[src/rtl/instr_encoder.sv]
// RV32 instruction-word encoder: packs raw fields into one of the R/I/S/B/U/J layouts,
// flags range/alignment faults, and tags each word with a word address from a running counter.
module instr_encoder #(
    parameter logic [31:0] BASE_ADDR = 32'h0000_0000
) (
    input  logic        clk,
    input  logic        rst,
    input  logic        in_valid,
    output logic        in_ready,
    input  logic [2:0]  fmt,
    input  logic [6:0]  opcode,
    input  logic [2:0]  funct3,
    input  logic [6:0]  funct7,
    input  logic [4:0]  rs1,
    input  logic [4:0]  rs2,
    input  logic [4:0]  rd,
    input  logic [31:0] imm,
    input  logic        addr_clr,
    output logic        out_valid,
    input  logic        out_ready,
    output logic [31:0] out_instr,
    output logic [31:0] out_addr,
    output logic        out_err,
    output logic [15:0] out_count,
    output logic [7:0]  err_count
);

    localparam logic [2:0] FMT_R = 3'd0;
    localparam logic [2:0] FMT_I = 3'd1;
    localparam logic [2:0] FMT_S = 3'd2;
    localparam logic [2:0] FMT_B = 3'd3;
    localparam logic [2:0] FMT_U = 3'd4;
    localparam logic [2:0] FMT_J = 3'd5;

    localparam logic [6:0] OP_IMM = 7'b0010011;

    logic [31:0] enc_instr;
    logic        enc_err;
    logic        is_shift;
    logic        fits_12;
    logic        fits_13;
    logic        fits_21;
    logic        shamt_ok;

    logic        accept;
    logic        drain;
    logic [31:0] addr_cnt;
    logic [31:0] addr_inc;
    logic [31:0] capture_addr;

    // funct3 001 (slli) and 101 (srli/srai) are the only codes with low bits 01.
    assign is_shift = (opcode == OP_IMM) && (funct3[1:0] == 2'b01);

    // A value fits an N-bit signed field when all bits above N-1 replicate the sign bit.
    assign fits_12  = (&imm[31:11]) || !(|imm[31:11]);
    assign fits_13  = (&imm[31:12]) || !(|imm[31:12]);
    assign fits_21  = (&imm[31:20]) || !(|imm[31:20]);
    assign shamt_ok = !(|imm[31:5]);

    always_comb begin
        // NOTE: every output of this block gets a default first, so no path can infer a latch.
        enc_instr = 32'h0000_0000;
        enc_err   = 1'b0;
        case (fmt)
            FMT_R: begin
                enc_instr = {funct7, rs2, rs1, funct3, rd, opcode};
            end
            FMT_I: begin
                if (is_shift) begin
                    enc_instr = {funct7, imm[4:0], rs1, funct3, rd, opcode};
                    enc_err   = !shamt_ok;
                end else begin
                    enc_instr = {imm[11:0], rs1, funct3, rd, opcode};
                    enc_err   = !fits_12;
                end
            end
            FMT_S: begin
                enc_instr = {imm[11:5], rs2, rs1, funct3, imm[4:0], opcode};
                enc_err   = !fits_12;
            end
            FMT_B: begin
                enc_instr = {imm[12], imm[10:5], rs2, rs1, funct3, imm[4:1], imm[11], opcode};
                enc_err   = !fits_13 || imm[0];
            end
            FMT_U: begin
                enc_instr = {imm[31:12], rd, opcode};
                enc_err   = |imm[11:0];
            end
            FMT_J: begin
                enc_instr = {imm[20], imm[10:1], imm[11], imm[19:12], rd, opcode};
                enc_err   = !fits_21 || imm[0];
            end
            default: begin
                enc_err = 1'b1;
            end
        endcase
    end

    // Reset forces ready high so the upstream never stalls on a register being cleared.
    assign in_ready = rst || !out_valid || out_ready;

    assign accept       = in_valid && in_ready;
    assign drain        = out_valid && out_ready;
    assign addr_inc     = addr_cnt + 32'd4;
    assign capture_addr = drain ? addr_inc : addr_cnt;

    always_ff @(posedge clk) begin
        // NOTE: sequential state uses non-blocking assignments so all registers update together.
        if (rst) begin
            // NOTE: every register here is a plain flop, so all of them are reset.
            out_valid <= 1'b0;
            out_instr <= 32'h0000_0000;
            out_addr  <= 32'h0000_0000;
            out_err   <= 1'b0;
        end else if (in_valid) begin
            if (in_ready) begin
                out_valid <= 1'b1;
                out_instr <= enc_instr;
                out_addr  <= capture_addr;
                out_err   <= enc_err;
            end
        end else if (drain) begin
            out_valid <= 1'b0;
        end
    end

    always_ff @(posedge clk) begin
        if (rst) begin
            addr_cnt <= BASE_ADDR;
        end else if (addr_clr) begin
            addr_cnt <= BASE_ADDR;
        end else if (drain) begin
            addr_cnt <= addr_inc;
        end
    end

    always_ff @(posedge clk) begin
        if (rst) begin
            out_count <= 16'd0;
            err_count <= 8'd0;
        end else if (drain) begin
            out_count <= out_count + 16'd1;
            if (out_err && (err_count != 8'hFF)) begin
                err_count <= err_count + 8'd1;
            end
        end
    end

endmodule

[config.mk]
export PLATFORM = sky130hd
export DESIGN_NAME = instr_encoder
export DESIGN_NICKNAME = d
export VERILOG_FILES = /design/src/rtl/instr_encoder.sv
export SDC_FILE = /design/constraint.sdc
export NUM_CORES = 1
export LEC_CHECK = 0
export ABC_AREA = 1
export CORE_MARGIN = 2
export CORE_UTILIZATION = 37
export DETAILED_ROUTE_END_ITERATION = 6
export DONT_BUFFER_PORTS = 1
export GPL_TIMING_DRIVEN = 1
export MAX_ROUTING_LAYER = met4
export REMOVE_ABC_BUFFERS = 1
export SYNTH_ARGS = -nofsm -noshare
export SYNTH_HDL_FRONTEND = slang
export SYNTH_SLANG_ARGS = --single-unit
[constraint.sdc]
create_clock -name clk -period 2.2 [get_ports clk]
set_clock_uncertainty 0.2 [all_clocks]
set_input_delay 0.33 -clock clk [delete_from_list [all_inputs] [get_ports clk]]
set_output_delay 0.33 -clock clk [all_outputs]
set_load 0.005 [all_outputs]
======== Yosys cells after proc, flatten, opt, wreduce, memory -nomap -nowiden ========
Cells that the tools add are included.
word-level totals
  memories kept ........................... 0
  output and inout port bits .............. 91
  bits of input ports ..................... 72
  logic and storage cells ................. 58
  bits in read-only memories .............. 0
  register bits after elaboration ......... 122
  bits in latches ......................... 0
  memory bits (writable) .................. 0
cells by class
  reduce and logical (&&, ||, !) cells .... 31
  eq/ne operators ......................... 9
  div/mod/pow operators ................... 0
  mux-type cells .......................... 8
  multipliers ............................. 0
  bitwise gates (word level) .............. 0
  $lt $le $gt $ge ......................... 0
  shift-type cells ........................ 0
  $add $sub $neg .......................... 3
operator list
  cell                                                                    count
  32-bit case mux with 6 select lines                                     1
  32-bit two-way mux                                                      2
  32-bit by 3-bit adder with 32-bit output (second input constant)        1
  27-bit OR reduction                                                     1
  12-bit OR reduction                                                     2
  21-bit AND reduction                                                    1
  21-bit OR reduction                                                     1
  20-bit AND reduction                                                    1
  20-bit OR reduction                                                     1
  16-bit by 1-bit adder with 16-bit output (second input constant)        1
  12-bit AND reduction                                                    1
  8-bit by 1-bit adder with 8-bit output (second input constant)          1
  8-bit inequality test (second input constant)                           1
  7-bit by 5-bit equality test with 1-bit output (second input constant)  1
  1-bit zero test                                                         7
  1-bit logical OR                                                        7
  3-bit by 2-bit equality test with 1-bit output (second input constant)  2
  3-bit equality test (second input constant)                             2
  1-bit case mux with 6 select lines                                      1
  2-bit AND reduction                                                     3
  1-bit two-way mux                                                       4
  3-bit by 1-bit equality test with 1-bit output (second input constant)  1
  1-bit logical AND                                                       3
  3-bit zero test                                                         1
  other kinds (4)                                                         4

======== Depth between registers and ports, before layout ========
  depth in word-level cells ............... 6
  gate-level depth with buffers ........... 12
  mapped depth without buffers ............ 12

======== Worst setup path before layout ========
No wires, ideal clock.
  kind .................................... input -> register
  start ................................... input port rst
  end ..................................... register out_addr[22]
  cell stages on the path ................. 9
  buffers on the path ..................... 3
  data arrival time ....................... 1.421 ns
  required time ........................... 1.884 ns
  path slack .............................. 0.463 ns
  cells stage by stage .................... buf_4 > inv_4 > nand3b_1 > nand2_2 > inv_2 > buf_4 > buf_2 > o211ai_1 > inv_1
between the ends
  longest elaborated chain between the ends .. 3
ends and longest elaborated chain
  element                         RTL line  source
  start, declared                 7         input logic rst,
  1-bit logical OR (2 in series)  100       assign in_ready = rst || !out_valid || out_ready;
  named net in_ready              9         output logic in_ready,
  2-bit AND reduction (no line)   n/a
  end signal, assigned            119       out_addr <= capture_addr;
  end, declared                   22        output logic [31:0] out_addr,
The timed path passes the listed nets, and every way through them passes these cells.
A chain may end at the register's enable or synchronous reset.

======== Final worst setup path ========
  start ................................... register out_valid
  end ..................................... register out_instr[11]
between the ends
  longest elaborated chain between the ends .. 4
ends and longest elaborated chain
  element                         RTL line  source
  start, declared                 19        output logic out_valid,
  start signal, assigned          111       out_valid <= 1'b0;
  start signal, assigned          117       out_valid <= 1'b1;
  start signal, assigned          123       out_valid <= 1'b0;
  1-bit zero test                 100
  1-bit logical OR (2 in series)  100
  named net in_ready              9
  2-bit AND reduction (no line)   n/a
  end signal, assigned            118       out_instr <= enc_instr;
  end, declared                   21        output logic [31:0] out_instr,
The timed path passes the listed nets, and every way through them passes these cells.

==> results.md <==
* Max_cap viols at 0
* DR vias/cell at 4.964
* Routed Antenna Nets at 0
* Sequential share of power at 0.406
* Multi-input gate area at ~3100 um2
* Sequential cell area at 2362 um2
* TritonCTS Sinks at approximately 120
* RD Place Congestion at ~0.9
* Startpoint Class: flop
* Crit Reg-Reg Endpoint: out_instr[11]
* Num CTS Buffers at 17
* CTS tree: yes
* Synthesized area at about 5900 um2
* Max FO, Critical Path at 13
* Crit path cell chain: nand3b_1, nand2_4, buf_4, a221oi_1, dlygate4sd3_1, nor2_1
* WL final at 17460 um
* Outcome: finished, final reports clean
* I/O Buffers at 0
* F_max at ~480 MHz
* Clock transition at the registers of the reported paths at about 0.06 ns
* Switch share at 0.2324
* Worst reg2reg path startpoint: out_valid
* Crit path time final at approximately 2.1 ns
* Root Buffer: clkbuf_16
* Layout cells sized above 1 at 0.06632
* Clock network fraction of total power at 0.512
* Cells after Synth at ~900
* Initial Util at 0.3758
* Core box area at between 15000 and 20000 um2
* Crit-path slowest cell: dlygate4sd3_1
* RSZ-0062 raised after global routing: true
* Power Density at around 770 nW/um2
* Yosys cell types at 41
* Clock tree buffer depth at 2
* Worst Hold Class: input port to flop
* Register area share after synthesis at 0.4001
* Final core occ at 0.4658
* Final Setup Violations at 0
* Worst-skew pair later-pin latency at around 0.41 ns
* Hpwl dp at ~12000 um
* Syn Area/Cell at about 6.6 um2
* DIE HEIGHT at between 100 and 150 um
* Drt first-iter violations at roughly 340
* EDFF count, synth at 0
* NetSw at roughly 1.3 mW
* # diodes at 0
* DR vias at 5862
* Logic pwr share at 0.082
* Largest net degree at the start of global routing at 64
* Async set-reset flop share out of synthesis at 0
* Vias in the first global route at ~5600
* Final Max Tran Viols at 0
* All-layer global routing usage at 0.2173
* Width of the die at roughly 130 um
* Slowest cell delay on critical path at ~0.60 ns
* Critical path class: flop to flop
* Fin. Hold Viols at 0
* Avg WL per Cell at approximately 15 um
* Number of fill cells at ~1600
* First-pass GRT wire length at 27750 um
* Drt drc at 0
* Max IR drop VDD at between 500 and 600 uV
* Flop-to-flop setup slack at 0.11 ns
* #FFs+latches synth at 118
* Critical hold path startpoint: imm[0]
* I/O pins at about 160
* Initial antenna violation count at 0
* Crit end category: flop
* Area grow syn2layout at 23.95%
* Slew margin rel. at 0.5995
* Design Power at about 5.6 mW
* Slew @ Worst Pin at between 0.5 and 0.6 ns
* WP data required at between 2 and 2.5 ns
* GRT overflow at 0
* YS warnings at 0
* Hold EP: out_instr[7]
* Pre-CTS setup slack at between 0.15 and 0.2 ns
* H-tree depth reported by CTS at 4
* Final WS setup at approximately 0.11 ns
* Num rows at 46
* Die footprint at 16980 um2
* Nets@finish at about 1000
* Leak pwr at a little under 3 nW
* Ys flop type: dfxtp_1
* CP arrival at around 2.2 ns
* Hold Worst Slack at between 0.015 and 0.02 ns
* First-pass DRT Iterations at 6
* Worst R2R Path Depth at 6
* Hold path depth at 4
* Final worst path period share at 0.9522
* Power Internal at ~4.3 mW
==> flip-flops by register name, summed over array words and instances, names as in the netlist <==
name,count
out_count,16
addr_cnt,30
out_addr,30
err_count,8
out_instr,32
out_valid,1
out_err,1
==> critical path, delay by kind of cell, from the launching register on <==
kind / cells / cell delay [ns]
DFF: 1 / 0.33
and+or+nand+nor: 3 / 0.41
AOI/OAI and AO/OA: 1 / 0.22
buffers and inverters: 2 / 0.82
==> through the flow <==
stage | setup TNS [ns] | instances | instance area (um2)
2_1_floorplan | 0 | 869 | 5767
3_3_place_gp | 0 | 1098 | 6147
3_5_place_dp | 0 | 1098 | 6147
4_1_cts | 0 | 1181 | 7287
5_1_grt | -0.007461 | 1181 | 7318
6_report | 0 | 1181 | 7318
==> worst max-delay path by stage <==
stage / startpoint / end / slack, ns / cells past startpoint
2_1_floorplan: rst / out_addr[22] / 0.03 / 7
3_3_place_gp: out_valid / out_addr[27] / 0.23 / 11
3_5_place_dp: out_valid / out_addr[27] / 0.15 / 11
4_1_cts: out_valid / out_instr[17] / 0.04 / 7
5_1_grt: out_valid / out_instr[11] / -0.004 / 6
6_report: out_valid / out_instr[11] / 0.11 / 6
==> power groups by stage <==
| stage | Sequential (mW) | Combinational, mW | Clock [mW] |
|---|---|---|---|
| after CTS | 2.28 | 0.451 | 2.96 |
| after global routing | 2.29 | 0.514 | 3.06 |
| after detailed placement | 2.33 | 0.339 | 0 |
| after global placement | 2.33 | 0.336 | 0 |
| after floorplan | 2.30 | 0.243 | 0 |
| final | 2.28 | 0.459 | 2.88 |
==> kinds of logic (layout without fill, tap and decap cells) <==
group                      after synthesis  count (layout)  synth area share
AOI/OAI and AO/OA                      125             125            0.1157
xor gates and xnor gates                22              22           0.03263
adders and majority gates                3               3          0.006358
buffers and inverters                  120             187           0.08222
DFF                                    118             118            0.4001
muxes                                    1               1          0.001695
other                                    1               2         0.0006351
and+or+nand+nor                        507             507            0.3607
==> synthesized netlist by cell type (4+ instances only) <==
cell / count / area, um2
buf_4: 4 / 30.03
nor2_1: 143 / 536.8
dfxtp_1: 118 / 2362
buf_2: 8 / 40.04
a221oi_1: 4 / 35.03
a21oi_1: 65 / 325.3
nand3_1: 55 / 275.3
nand2_1: 257 / 964.7
xor2_1: 14 / 122.6
nand3b_1: 7 / 52.55
xnor2_1: 8 / 70.07
nor2_2: 5 / 31.28
nand4_1: 13 / 81.33
o21ai_0: 36 / 180.2
nor3b_1: 4 / 30.03
nor3_1: 11 / 55.05
inv_1: 86 / 322.8
clkbuf_1: 13 / 48.80
o211ai_1: 9 / 67.56
==> cell type report <==
type / instances / area share
clock buffer: 24 / 0.06719
clock inverter: 8 / 0.01641
inverter: 91 / 0.04702
multi-input combinational: 660 / 0.4209
sequential: 118 / 0.3228
tap: 216 / 0.03693
timing repair buffer: 64 / 0.08873
==> metal layers <==
metal / vias up / track usage / routed length, um
met5: - / - / 0
met4: 0 / 0.09614 / 405
met3: 33 / 0.07011 / 1598
met2: 248 / 0.3496 / 8218
met1: 2599 / 0.2480 / 7238
li1: 2982 / - / -
==> cell usage in the layout, fill, tap and decap left out, drive strengths merged, types with 9 or more instances in the layout <==
cell type / n
inv: 90
dfxtp: 118
nand3: 57
nor3: 12
o21ai: 38
xor2: 14
clkbuf: 24
a21oi: 66
dlygate4sd3: 50
nor2: 150
buf: 14
nand2: 260
nand4: 13
o211ai: 9
==> what timing repair did <==
item	in CTS	in global routing
setup buffers	0	0
gates resized for setup	0	7
endpoints found under the setup margin	0	9
endpoints found under the hold margin	60	0
hold buffers	51	0
(Power assumes the default switching activity.)
